<file path="src/rtl/clock_set_ctrl.sv">
// -----------------------------------------------------------------------------
// clock_set_ctrl
//
// Front-panel sequencer for the digital clock. Debounced single-cycle key
// pulses drive a small edit FSM over BCD time and alarm digits.
//
//   IDLE      : mode -> time edit (preload from running time),
//               alarm -> alarm edit, alm_en -> toggle alarm enable.
//   TIME_EDIT : mode cycles hour/min/sec, inc bumps the field, ok -> COMMIT.
//   ALM_EDIT  : mode toggles hour/min, inc bumps the field, ok stores alarm.
//   COMMIT    : one-cycle set_time_finish strobe, then IDLE.
//
// An edit with no key activity for TIMEOUT_CYC cycles is abandoned without
// committing anything. An abandoned alarm edit reloads its buffer from the
// stored alarm so the next edit starts from the stored values.
//
// Ports
//   clk, rst_n                  clock, asynchronous active-low reset
//   key_mode/alarm/inc/ok/alm_en single-cycle key pulses
//                               (priority ok > mode > alarm > inc > alm_en)
//   cur_*                       running time digits, used for preload
//   set_*                       time edit buffer, valid on set_time_finish
//   set_time_finish             one-cycle commit strobe
//   clock_*                     stored alarm digits
//   clock_en                    alarm enable
//   edit_field                  0 none, 1 hour, 2 min, 3 sec
//   edit_alarm                  high while editing the alarm
//   blink                       blink phase for the selected field
// -----------------------------------------------------------------------------
module clock_set_ctrl #(
   parameter int TIMEOUT_CYC = 1000,
   parameter int BLINK_HALF  = 4
) (
   input  logic       clk,
   input  logic       rst_n,
   input  logic       key_mode,
   input  logic       key_alarm,
   input  logic       key_inc,
   input  logic       key_ok,
   input  logic       key_alm_en,
   input  logic [3:0] cur_sec_ge,
   input  logic [3:0] cur_sec_shi,
   input  logic [3:0] cur_min_ge,
   input  logic [3:0] cur_min_shi,
   input  logic [3:0] cur_hour_ge,
   input  logic [3:0] cur_hour_shi,
   output logic [3:0] set_sec_ge,
   output logic [3:0] set_sec_shi,
   output logic [3:0] set_min_ge,
   output logic [3:0] set_min_shi,
   output logic [3:0] set_hour_ge,
   output logic [3:0] set_hour_shi,
   output logic       set_time_finish,
   output logic [3:0] clock_min_ge,
   output logic [3:0] clock_min_shi,
   output logic [3:0] clock_hour_ge,
   output logic [3:0] clock_hour_shi,
   output logic       clock_en,
   output logic [1:0] edit_field,
   output logic       edit_alarm,
   output logic       blink
);

   localparam int TO_W = (TIMEOUT_CYC > 1) ? $clog2(TIMEOUT_CYC) : 1;
   localparam int BL_W = (BLINK_HALF  > 1) ? $clog2(BLINK_HALF)  : 1;
   localparam logic [TO_W-1:0] TO_LAST = TO_W'(TIMEOUT_CYC - 1);
   localparam logic [BL_W-1:0] BL_LAST = BL_W'(BLINK_HALF - 1);

   typedef enum logic [1:0] {
      S_IDLE      = 2'd0,
      S_TIME_EDIT = 2'd1,
      S_ALM_EDIT  = 2'd2,
      S_COMMIT    = 2'd3
   } state_t;

   typedef enum logic [1:0] {
      F_NONE = 2'd0,
      F_HOUR = 2'd1,
      F_MIN  = 2'd2,
      F_SEC  = 2'd3
   } field_t;

   // Winning key of the cycle after priority resolution.
   typedef enum logic [2:0] {
      K_NONE,
      K_OK,
      K_MODE,
      K_ALARM,
      K_INC,
      K_ALM_EN
   } key_t;

   // ---------------------------------------------------------------------------
   // BCD increment helpers. Any digit pair outside the legal range (including
   // non-BCD digits) wraps straight to 00.
   // ---------------------------------------------------------------------------
   function automatic logic [7:0] inc_hour(input logic [3:0] shi, input logic [3:0] ge);
      logic [7:0] r;
      if (shi > 4'd2 || ge > 4'd9 || (shi == 4'd2 && ge >= 4'd3))
         r = 8'h00;
      else if (ge == 4'd9)
         r = {shi + 4'd1, 4'd0};
      else
         r = {shi, ge + 4'd1};
      return r;
   endfunction

   function automatic logic [7:0] inc_60(input logic [3:0] shi, input logic [3:0] ge);
      logic [7:0] r;
      if (shi > 4'd5 || ge > 4'd9 || (shi == 4'd5 && ge == 4'd9))
         r = 8'h00;
      else if (ge == 4'd9)
         r = {shi + 4'd1, 4'd0};
      else
         r = {shi, ge + 4'd1};
      return r;
   endfunction

   state_t          state, next_state;
   field_t          field_q, next_field;
   key_t            key;
   logic            any_key;
   logic [TO_W-1:0] to_cnt;
   logic [BL_W-1:0] bl_cnt;

   // Alarm edit buffer; mirrors clock_* whenever no alarm edit is in progress.
   logic [3:0] alm_min_ge, alm_min_shi, alm_hour_ge, alm_hour_shi;

   // Datapath actions decided by the FSM for this cycle.
   logic load_cur, inc_time, inc_alm, store_alm, restore_alm, toggle_en;
   logic force_blink, to_clr;

   // ---------------------------------------------------------------------------
   // Key priority: only the winning key acts, everything below it is dropped.
   // ---------------------------------------------------------------------------
   assign any_key = key_ok | key_mode | key_alarm | key_inc | key_alm_en;

   always_comb begin
      // NOTE: every always_comb output gets a default first so no path leaves
      // it unassigned, which would infer a latch.
      key = K_NONE;
      if (key_ok)
         key = K_OK;
      else if (key_mode)
         key = K_MODE;
      else if (key_alarm)
         key = K_ALARM;
      else if (key_inc)
         key = K_INC;
      else if (key_alm_en)
         key = K_ALM_EN;
   end

   // ---------------------------------------------------------------------------
   // State register
   // ---------------------------------------------------------------------------
   always_ff @(posedge clk or negedge rst_n) begin
      if (!rst_n) begin
         state   <= S_IDLE;
         field_q <= F_NONE;
      end else begin
         // NOTE: sequential state uses non-blocking assignments so every flop
         // samples the pre-edge values regardless of statement order.
         state   <= next_state;
         field_q <= next_field;
      end
   end

   // ---------------------------------------------------------------------------
   // Next state and datapath actions
   // ---------------------------------------------------------------------------
   always_comb begin
      next_state  = state;
      next_field  = field_q;
      load_cur    = 1'b0;
      inc_time    = 1'b0;
      inc_alm     = 1'b0;
      store_alm   = 1'b0;
      restore_alm = 1'b0;
      toggle_en   = 1'b0;
      force_blink = 1'b0;
      to_clr      = 1'b1;

      unique case (state)
         S_IDLE: begin
            unique case (key)
               K_MODE: begin
                  load_cur    = 1'b1;
                  next_field  = F_HOUR;
                  force_blink = 1'b1;
                  next_state  = S_TIME_EDIT;
               end
               K_ALARM: begin
                  next_field  = F_HOUR;
                  force_blink = 1'b1;
                  next_state  = S_ALM_EDIT;
               end
               K_ALM_EN: toggle_en = 1'b1;
               default: ;
            endcase
         end

         S_TIME_EDIT: begin
            unique case (key)
               K_OK: begin
                  next_field = F_NONE;
                  next_state = S_COMMIT;
               end
               K_MODE: begin
                  unique case (field_q)
                     F_HOUR:  next_field = F_MIN;
                     F_MIN:   next_field = F_SEC;
                     default: next_field = F_HOUR;
                  endcase
               end
               K_INC: begin
                  inc_time    = 1'b1;
                  force_blink = 1'b1;
               end
               K_NONE: begin
                  // Idle cycle: count towards abandoning the edit.
                  if (to_cnt == TO_LAST) begin
                     next_field = F_NONE;
                     next_state = S_IDLE;
                  end else begin
                     to_clr = 1'b0;
                  end
               end
               default: ;
            endcase
         end

         S_ALM_EDIT: begin
            unique case (key)
               K_OK: begin
                  store_alm  = 1'b1;
                  next_field = F_NONE;
                  next_state = S_IDLE;
               end
               K_MODE: next_field = (field_q == F_HOUR) ? F_MIN : F_HOUR;
               K_INC: begin
                  inc_alm     = 1'b1;
                  force_blink = 1'b1;
               end
               K_NONE: begin
                  if (to_cnt == TO_LAST) begin
                     restore_alm = 1'b1;
                     next_field  = F_NONE;
                     next_state  = S_IDLE;
                  end else begin
                     to_clr = 1'b0;
                  end
               end
               default: ;
            endcase
         end

         S_COMMIT: begin
            next_field = F_NONE;
            next_state = S_IDLE;
         end

         default: begin
            next_field = F_NONE;
            next_state = S_IDLE;
         end
      endcase
   end

   // Outputs derived straight from registered state, so none depend
   // combinationally on the key inputs.
   assign set_time_finish = (state == S_COMMIT);
   assign edit_alarm      = (state == S_ALM_EDIT);
   assign edit_field      = field_q;

   // ---------------------------------------------------------------------------
   // Inactivity timeout counter; held at zero unless idling inside an edit.
   // ---------------------------------------------------------------------------
   always_ff @(posedge clk or negedge rst_n) begin
      if (!rst_n)
         to_cnt <= '0;
      else if (to_clr || any_key)
         to_cnt <= '0;
      else
         to_cnt <= to_cnt + 1'b1;
   end

   // ---------------------------------------------------------------------------
   // Blink: restarts "on" at edit entry and on every increment so the new
   // value is immediately visible, then free-runs while a field is selected.
   // ---------------------------------------------------------------------------
   always_ff @(posedge clk or negedge rst_n) begin
      if (!rst_n) begin
         blink  <= 1'b0;
         bl_cnt <= '0;
      end else if (force_blink) begin
         blink  <= 1'b1;
         bl_cnt <= '0;
      end else if (next_field == F_NONE) begin
         blink  <= 1'b0;
         bl_cnt <= '0;
      end else if (bl_cnt == BL_LAST) begin
         blink  <= ~blink;
         bl_cnt <= '0;
      end else begin
         bl_cnt <= bl_cnt + 1'b1;
      end
   end

   // ---------------------------------------------------------------------------
   // Time edit buffer. Holds its last value in IDLE; the time block only
   // samples it on set_time_finish.
   // ---------------------------------------------------------------------------
   always_ff @(posedge clk or negedge rst_n) begin
      if (!rst_n) begin
         set_sec_ge   <= 4'd0;
         set_sec_shi  <= 4'd0;
         set_min_ge   <= 4'd0;
         set_min_shi  <= 4'd0;
         set_hour_ge  <= 4'd0;
         set_hour_shi <= 4'd0;
      end else if (load_cur) begin
         set_sec_ge   <= cur_sec_ge;
         set_sec_shi  <= cur_sec_shi;
         set_min_ge   <= cur_min_ge;
         set_min_shi  <= cur_min_shi;
         set_hour_ge  <= cur_hour_ge;
         set_hour_shi <= cur_hour_shi;
      end else if (inc_time) begin
         unique case (field_q)
            F_HOUR:  {set_hour_shi, set_hour_ge} <= inc_hour(set_hour_shi, set_hour_ge);
            F_MIN:   {set_min_shi, set_min_ge}   <= inc_60(set_min_shi, set_min_ge);
            F_SEC:   {set_sec_shi, set_sec_ge}   <= inc_60(set_sec_shi, set_sec_ge);
            default: ;
         endcase
      end
   end

   // ---------------------------------------------------------------------------
   // Alarm edit buffer
   // ---------------------------------------------------------------------------
   always_ff @(posedge clk or negedge rst_n) begin
      if (!rst_n) begin
         alm_min_ge   <= 4'd0;
         alm_min_shi  <= 4'd0;
         alm_hour_ge  <= 4'd0;
         alm_hour_shi <= 4'd0;
      end else if (restore_alm) begin
         alm_min_ge   <= clock_min_ge;
         alm_min_shi  <= clock_min_shi;
         alm_hour_ge  <= clock_hour_ge;
         alm_hour_shi <= clock_hour_shi;
      end else if (inc_alm) begin
         unique case (field_q)
            F_HOUR:  {alm_hour_shi, alm_hour_ge} <= inc_hour(alm_hour_shi, alm_hour_ge);
            F_MIN:   {alm_min_shi, alm_min_ge}   <= inc_60(alm_min_shi, alm_min_ge);
            default: ;
         endcase
      end
   end

   // ---------------------------------------------------------------------------
   // Stored alarm and enable
   // ---------------------------------------------------------------------------
   always_ff @(posedge clk or negedge rst_n) begin
      if (!rst_n) begin
         clock_min_ge   <= 4'd0;
         clock_min_shi  <= 4'd0;
         clock_hour_ge  <= 4'd0;
         clock_hour_shi <= 4'd0;
         clock_en       <= 1'b0;
      end else begin
         if (store_alm) begin
            clock_min_ge   <= alm_min_ge;
            clock_min_shi  <= alm_min_shi;
            clock_hour_ge  <= alm_hour_ge;
            clock_hour_shi <= alm_hour_shi;
         end
         if (toggle_en)
            clock_en <= ~clock_en;
      end
   end

endmodule

</file>
<file path="config.mk">
export PLATFORM = sky130hd
export DESIGN_NAME = clock_set_ctrl
export DESIGN_NICKNAME = d
export VERILOG_FILES = /design/src/rtl/clock_set_ctrl.sv
export SDC_FILE = /design/constraint.sdc
export NUM_CORES = 1
export LEC_CHECK = 0
export ABC_AREA = 1
export BUFFER_PORTS_ARGS = -buffer_cell sky130_fd_sc_hd__buf_2
export CORE_MARGIN = 4
export CORE_UTILIZATION = 57
export DETAILED_ROUTE_END_ITERATION = 10
export PLACE_DENSITY = 0.81
export SLEW_MARGIN = 30
export SYNTH_ARGS = -nofsm -noshare
export SYNTH_HDL_FRONTEND = slang
export SYNTH_SLANG_ARGS = --single-unit
</file>
<file path="constraint.sdc">
create_clock -name clk -period 2.1 [get_ports clk]
set_clock_uncertainty 0.1 [all_clocks]
set_input_delay 0.105 -clock clk [delete_from_list [all_inputs] [get_ports clk]]
set_output_delay 0.105 -clock clk [all_outputs]
set_load 0.005 [all_outputs]
</file>
==> impl_results.rst <==
.. list-table::
   :header-rows: 1

   * - Metric
     - Value
   * - Status
     - completed
   * - Post-route non-filler standard cell count
     - 804
   * - Remaining DRCs
     - 0
   * - Avg Synthesized Cell Area
     - 7.792 um2
   * - Syn-to-layout area delta
     - 21.52%
   * - Core footprint
     - 0.007767 mm2
   * - Final hold violation count
     - 0
   * - Setup fix buffers added after clock tree synthesis
     - 0
   * - Leakage
     - 2.904 nW
   * - Peak supply drop
     - 632.3 uV
   * - Final clock period utilization by the worst path
     - 90.77%
   * - Ordered cell list for the critical path
     - inv_1 -> ha_1 -> inv_1 -> nor3_4 -> buf_12 -> nand2_1 -> o21ai_0 -> nand2_1 -> o21ai_1
   * - P_sw
     - 2.302 mW
   * - Min-delay worst type
     - input pin to flop
   * - Gr ovfl total
     - 0
   * - H-tree depth
     - 3
   * - Proportion of power drawn by flip-flops and latches
     - 40.5%
   * - Pin count of the biggest net entering global routing
     - 52
   * - Cell depth of the worst flop-to-flop path
     - 9
   * - Library cells used by synthesis
     - 46
   * - EDFF count, synth
     - 0
   * - Global-route wire length before repair
     - 18740 um
   * - Total wirelength of the detailed-routed design
     - 10790 um
   * - Internal power consumption
     - 3.413 mW
   * - Diode count
     - 0
   * - Clock insertion delay at the later pin of the skew report
     - 0.35 ns
   * - Final period demand of the worst path
     - 1.906 ns
   * - Slowest cell on the critical path
     - sky130_fd_sc_hd__dfrtp_1
   * - Hold_sp
     - key_alm_en
   * - Async S/R FF share, synth
     - 100.0%
   * - Via count of the first global-routing pass
     - 4247
   * - Flip-flop count of the largest register after layout
     - 10
   * - Final total negative setup slack
     - 0 ns
   * - GRT Overall Usage
     - 23.42%
   * - Final count of pins violating max slew
     - 0
   * - Power density normalized to cell area
     - 1026 mW/mm2
   * - Share of the yosys chip area belonging to registers
     - 40.42%
   * - Destination of the worst register-to-register timing path
     - set_sec_shi[2]
   * - Die outline height
     - 97.66 um
   * - Count of routing violations after the opening detailed-route iteration
     - 193
   * - Vias
     - 4216
   * - Maximum frequency from static timing analysis
     - 524.6 MHz
   * - First drt pass iteration count
     - 4
   * - Fraction of layout instances using a drive strength above 1
     - 22.65%
   * - Worst path top cell family by delay
     - buffers and inverters
   * - Worst rel slew slack
     - 54.27%
   * - Critical Setup Path Class
     - flop to flop
   * - Starting density of the core
     - 58.99%
   * - Residual antenna-violating net count after detailed routing
     - 0
   * - Setup slack, reg-to-reg
     - 0.19 ns
   * - Fraction of power spent switching nets
     - 40.28%
   * - CTS root buffer
     - sky130_fd_sc_hd__clkbuf_8
   * - Final instance area
     - 0.005568 mm2
   * - Number of maximum-capacitance violations
     - 0
   * - Unrepaired setup endpoints after global routing
     - false
   * - Number of placed I/O pins
     - 77
   * - Number of storage elements in the synthesis netlist
     - 74
   * - Overall die width
     - 97.66 um
   * - Netlist Area Pre-Place
     - 0.004582 mm2
   * - Number of buffers between clock root and the deepest sink
     - 2
   * - Highest cell delay on the worst timing path
     - 0.41 ns
   * - Highest fanout seen on the critical path
     - 24
   * - Worst Max-Slew Pin Slew
     - 0.6797 ns
   * - Placer's final routability congestion estimate
     - 0.8705
   * - Data required, critical path
     - 2.27 ns
   * - Number of buffers inserted during clock tree synthesis
     - 9
   * - Cell area after placement
     - 0.005115 mm2
   * - Most common flop cell mapped by yosys
     - sky130_fd_sc_hd__dfrtp_1
   * - Buffers and inverters on the worst path
     - 3
   * - Number of buffers inserted by port buffering
     - 76
   * - Arrival time at the worst endpoint
     - 2.08 ns
   * - Routed length per instance
     - 13.42 um
   * - Worst r2r src
     - state[0]
   * - Critical path capture point type
     - flop
   * - Register with the most flip-flops
     - to_cnt
   * - Initial antenna violation count
     - 0
   * - Yosys warns
     - 0
   * - Crit path launch type
     - flop
   * - Post-detailed-route via-to-cell ratio
     - 5.244
   * - Number of cells produced by synthesis
     - 588
   * - Placed cell count
     - 763
   * - Synth Net Count
     - 643
   * - Placement Rows
     - 32
   * - Capture endpoint of the worst hold path
     - clock_en
   * - Full die area
     - 0.009537 mm2
   * - Overall Power
     - 5.715 mW
   * - Final setup viols
     - 0
   * - Power share of the clock group
     - 19.6%
   * - Sink Count
     - 74
   * - Post-CTS clock slew at the launch and capture registers of the worst setup and hold paths
     - 0.08 ns
   * - Half-perimeter wire length of the detailed placement result
     - 7687 um
   * - Number of nets in the final layout
     - 752
   * - Clock tree from TritonCTS
     - done
   * - Cell count of the worst hold path
     - 5
   * - Part of the power in combinational logic
     - 39.9%
[synthesized netlist by cell type (2+ instances only)]
| cell type | count | share of area [%] |
|---|---|---|
| sky130_fd_sc_hd__nand2_4 | 10 | 2.5 |
| sky130_fd_sc_hd__nor3b_1 | 2 | 0.33 |
| sky130_fd_sc_hd__ha_1 | 24 | 6.6 |
| sky130_fd_sc_hd__inv_4 | 3 | 0.41 |
| sky130_fd_sc_hd__xnor2_1 | 3 | 0.57 |
| sky130_fd_sc_hd__a21oi_1 | 14 | 1.5 |
| sky130_fd_sc_hd__nor3_1 | 7 | 0.76 |
| sky130_fd_sc_hd__clkinv_4 | 2 | 0.38 |
| sky130_fd_sc_hd__o221ai_1 | 2 | 0.38 |
| sky130_fd_sc_hd__a31oi_1 | 2 | 0.27 |
| sky130_fd_sc_hd__nor2_1 | 40 | 3.3 |
| sky130_fd_sc_hd__mux2_2 | 2 | 0.49 |
| sky130_fd_sc_hd__inv_2 | 10 | 0.82 |
| sky130_fd_sc_hd__nand4_1 | 10 | 1.4 |
| sky130_fd_sc_hd__nand3_1 | 27 | 2.9 |
| sky130_fd_sc_hd__nand2_1 | 175 | 14 |
| sky130_fd_sc_hd__nor3_2 | 2 | 0.44 |
| sky130_fd_sc_hd__nand2_2 | 15 | 2.0 |
| sky130_fd_sc_hd__nor2_4 | 6 | 1.5 |
| sky130_fd_sc_hd__o21ai_2 | 4 | 0.76 |
| sky130_fd_sc_hd__xor2_1 | 5 | 0.96 |
| sky130_fd_sc_hd__nor2_2 | 2 | 0.27 |
| sky130_fd_sc_hd__inv_1 | 66 | 5.4 |
| sky130_fd_sc_hd__clkbuf_1 | 3 | 0.25 |
| sky130_fd_sc_hd__dfrtp_1 | 74 | 40 |
| sky130_fd_sc_hd__o211ai_1 | 9 | 1.5 |
| sky130_fd_sc_hd__o21ai_0 | 42 | 4.6 |
| sky130_fd_sc_hd__o21ai_1 | 9 | 0.98 |
[power by group through the flow]
stage	combinational (mW)	clock, mW	sequential (mW)
floorplan	1.40	0	2.28
global placement	2.13	0	2.30
detailed placement	2.23	0	2.32
CTS	2.29	1.13	2.30
global route	2.59	1.19	2.38
finish	2.28	1.12	2.31
[cells by family (layout without fill, tap and decap cells)]
family                   after synthesis  after routing  share of synthesized area [%]
AO/OA/AOI/OAI                         86             86                          10.73
XOR/XNOR                               8              8                          1.529
adder cells (fa/ha/maj)               24             24                          6.554
buffers and inverters                 88            202                          7.892
flip-flops                            74             74                          40.42
multiplexers                           2              2                         0.4915
AND/OR/NAND/NOR                      306            306                          32.39
[metrics by stage]
step           hold slack (ns)  setup WS [ns]  utilization [%]
4_1_cts                0.06874         0.1531            71.62
5_1_grt                 0.1114        0.01004            71.68
3_3_place_gp           0.02131         0.1858            65.85
2_1_floorplan          -0.2906         0.3864                -
3_5_place_dp           0.03140         0.1460            65.85
6_report               0.07927         0.1939            71.68
[layout by cell type (no fill, tap or decap), types with 2 or more instances in the layout]
cell type,netlist,routed
sky130_fd_sc_hd__clkinv_2,1,2
sky130_fd_sc_hd__dfrtp_1,74,74
sky130_fd_sc_hd__nand2_2,15,15
sky130_fd_sc_hd__nand2_1,175,175
sky130_fd_sc_hd__a21oi_1,14,14
sky130_fd_sc_hd__a31oi_1,2,2
sky130_fd_sc_hd__clkbuf_1,3,3
sky130_fd_sc_hd__nor2_1,40,39
sky130_fd_sc_hd__nor3_1,7,7
sky130_fd_sc_hd__buf_12,0,3
sky130_fd_sc_hd__nor2_2,2,3
sky130_fd_sc_hd__ha_1,24,23
sky130_fd_sc_hd__o221ai_1,2,2
sky130_fd_sc_hd__inv_1,66,66
sky130_fd_sc_hd__nand3_1,27,27
sky130_fd_sc_hd__clkbuf_8,0,11
sky130_fd_sc_hd__nor3_2,2,2
sky130_fd_sc_hd__dlygate4sd3_1,0,25
sky130_fd_sc_hd__buf_2,1,76
sky130_fd_sc_hd__o21ai_1,9,9
sky130_fd_sc_hd__xnor2_1,3,3
sky130_fd_sc_hd__clkinv_4,2,2
sky130_fd_sc_hd__nand2_4,10,10
sky130_fd_sc_hd__nand4_1,10,10
sky130_fd_sc_hd__o21ai_2,4,4
sky130_fd_sc_hd__nor2_4,6,6
sky130_fd_sc_hd__inv_2,10,10
sky130_fd_sc_hd__mux2_2,2,2
sky130_fd_sc_hd__inv_4,3,3
sky130_fd_sc_hd__xor2_1,5,5
sky130_fd_sc_hd__o211ai_1,9,9
sky130_fd_sc_hd__o21ai_0,42,42
sky130_fd_sc_hd__nor3b_1,2,2
[repair_timing]
item / CTS / global route
hold buffers: 25 / 0
resized for setup: 0 / 2
hold endpoints to repair: 47 / 0
endpoints found under the setup margin: 0 / 4
[area by class of cell]
| cell class | instances | area (um2) |
|---|---|---|
| Clock inverter | 2 | 35.03 |
| Inverter | 82 | 326.6 |
| Fill cell | 605 | 2200 |
| Tap cell | 102 | 127.6 |
| Multi-Input combinational cell | 426 | 2374 |
| Sequential cell | 74 | 1852 |
| Clock buffer | 14 | 162.7 |
| Timing Repair Buffer | 104 | 690.7 |
[worst max path at each step]
stage	from	to	slack, ns	cells after the start
CTS	state[0]	alm_min_shi[0]	0.15	10
floorplan	state[0]	clock_min_shi[2]	0.39	5
global route	set_min_shi[0]	set_min_shi[1]	0.01	12
global placement	state[0]	alm_hour_ge[1]	0.19	9
detailed placement	state[0]	alm_min_shi[0]	0.15	10
finish	state[0]	set_sec_shi[2]	0.19	9
[tightest hold or removal path, cell delays in order]
cell and delay (ns):
sky130_fd_sc_hd__buf_2 0.10, sky130_fd_sc_hd__inv_1 0.06, sky130_fd_sc_hd__a21oi_1 0.06, sky130_fd_sc_hd__nand3_1 0.09, sky130_fd_sc_hd__xnor2_1 0.06
[per-layer routing]
| layer | track usage (%) | vias to the layer above | part of all wire (%) |
|---|---|---|---|
| met4 | 9.159 | 0 | 1.7 |
| met2 | 41.59 | 128 | 51 |
| li1 | - | 2096 | - |
| met3 | 3.661 | 18 | 4.7 |
| met1 | 28.36 | 1974 | 43 |
| met5 | 0 | - | 0 |
No activity file was read; power rests on OpenSTA's default activity.
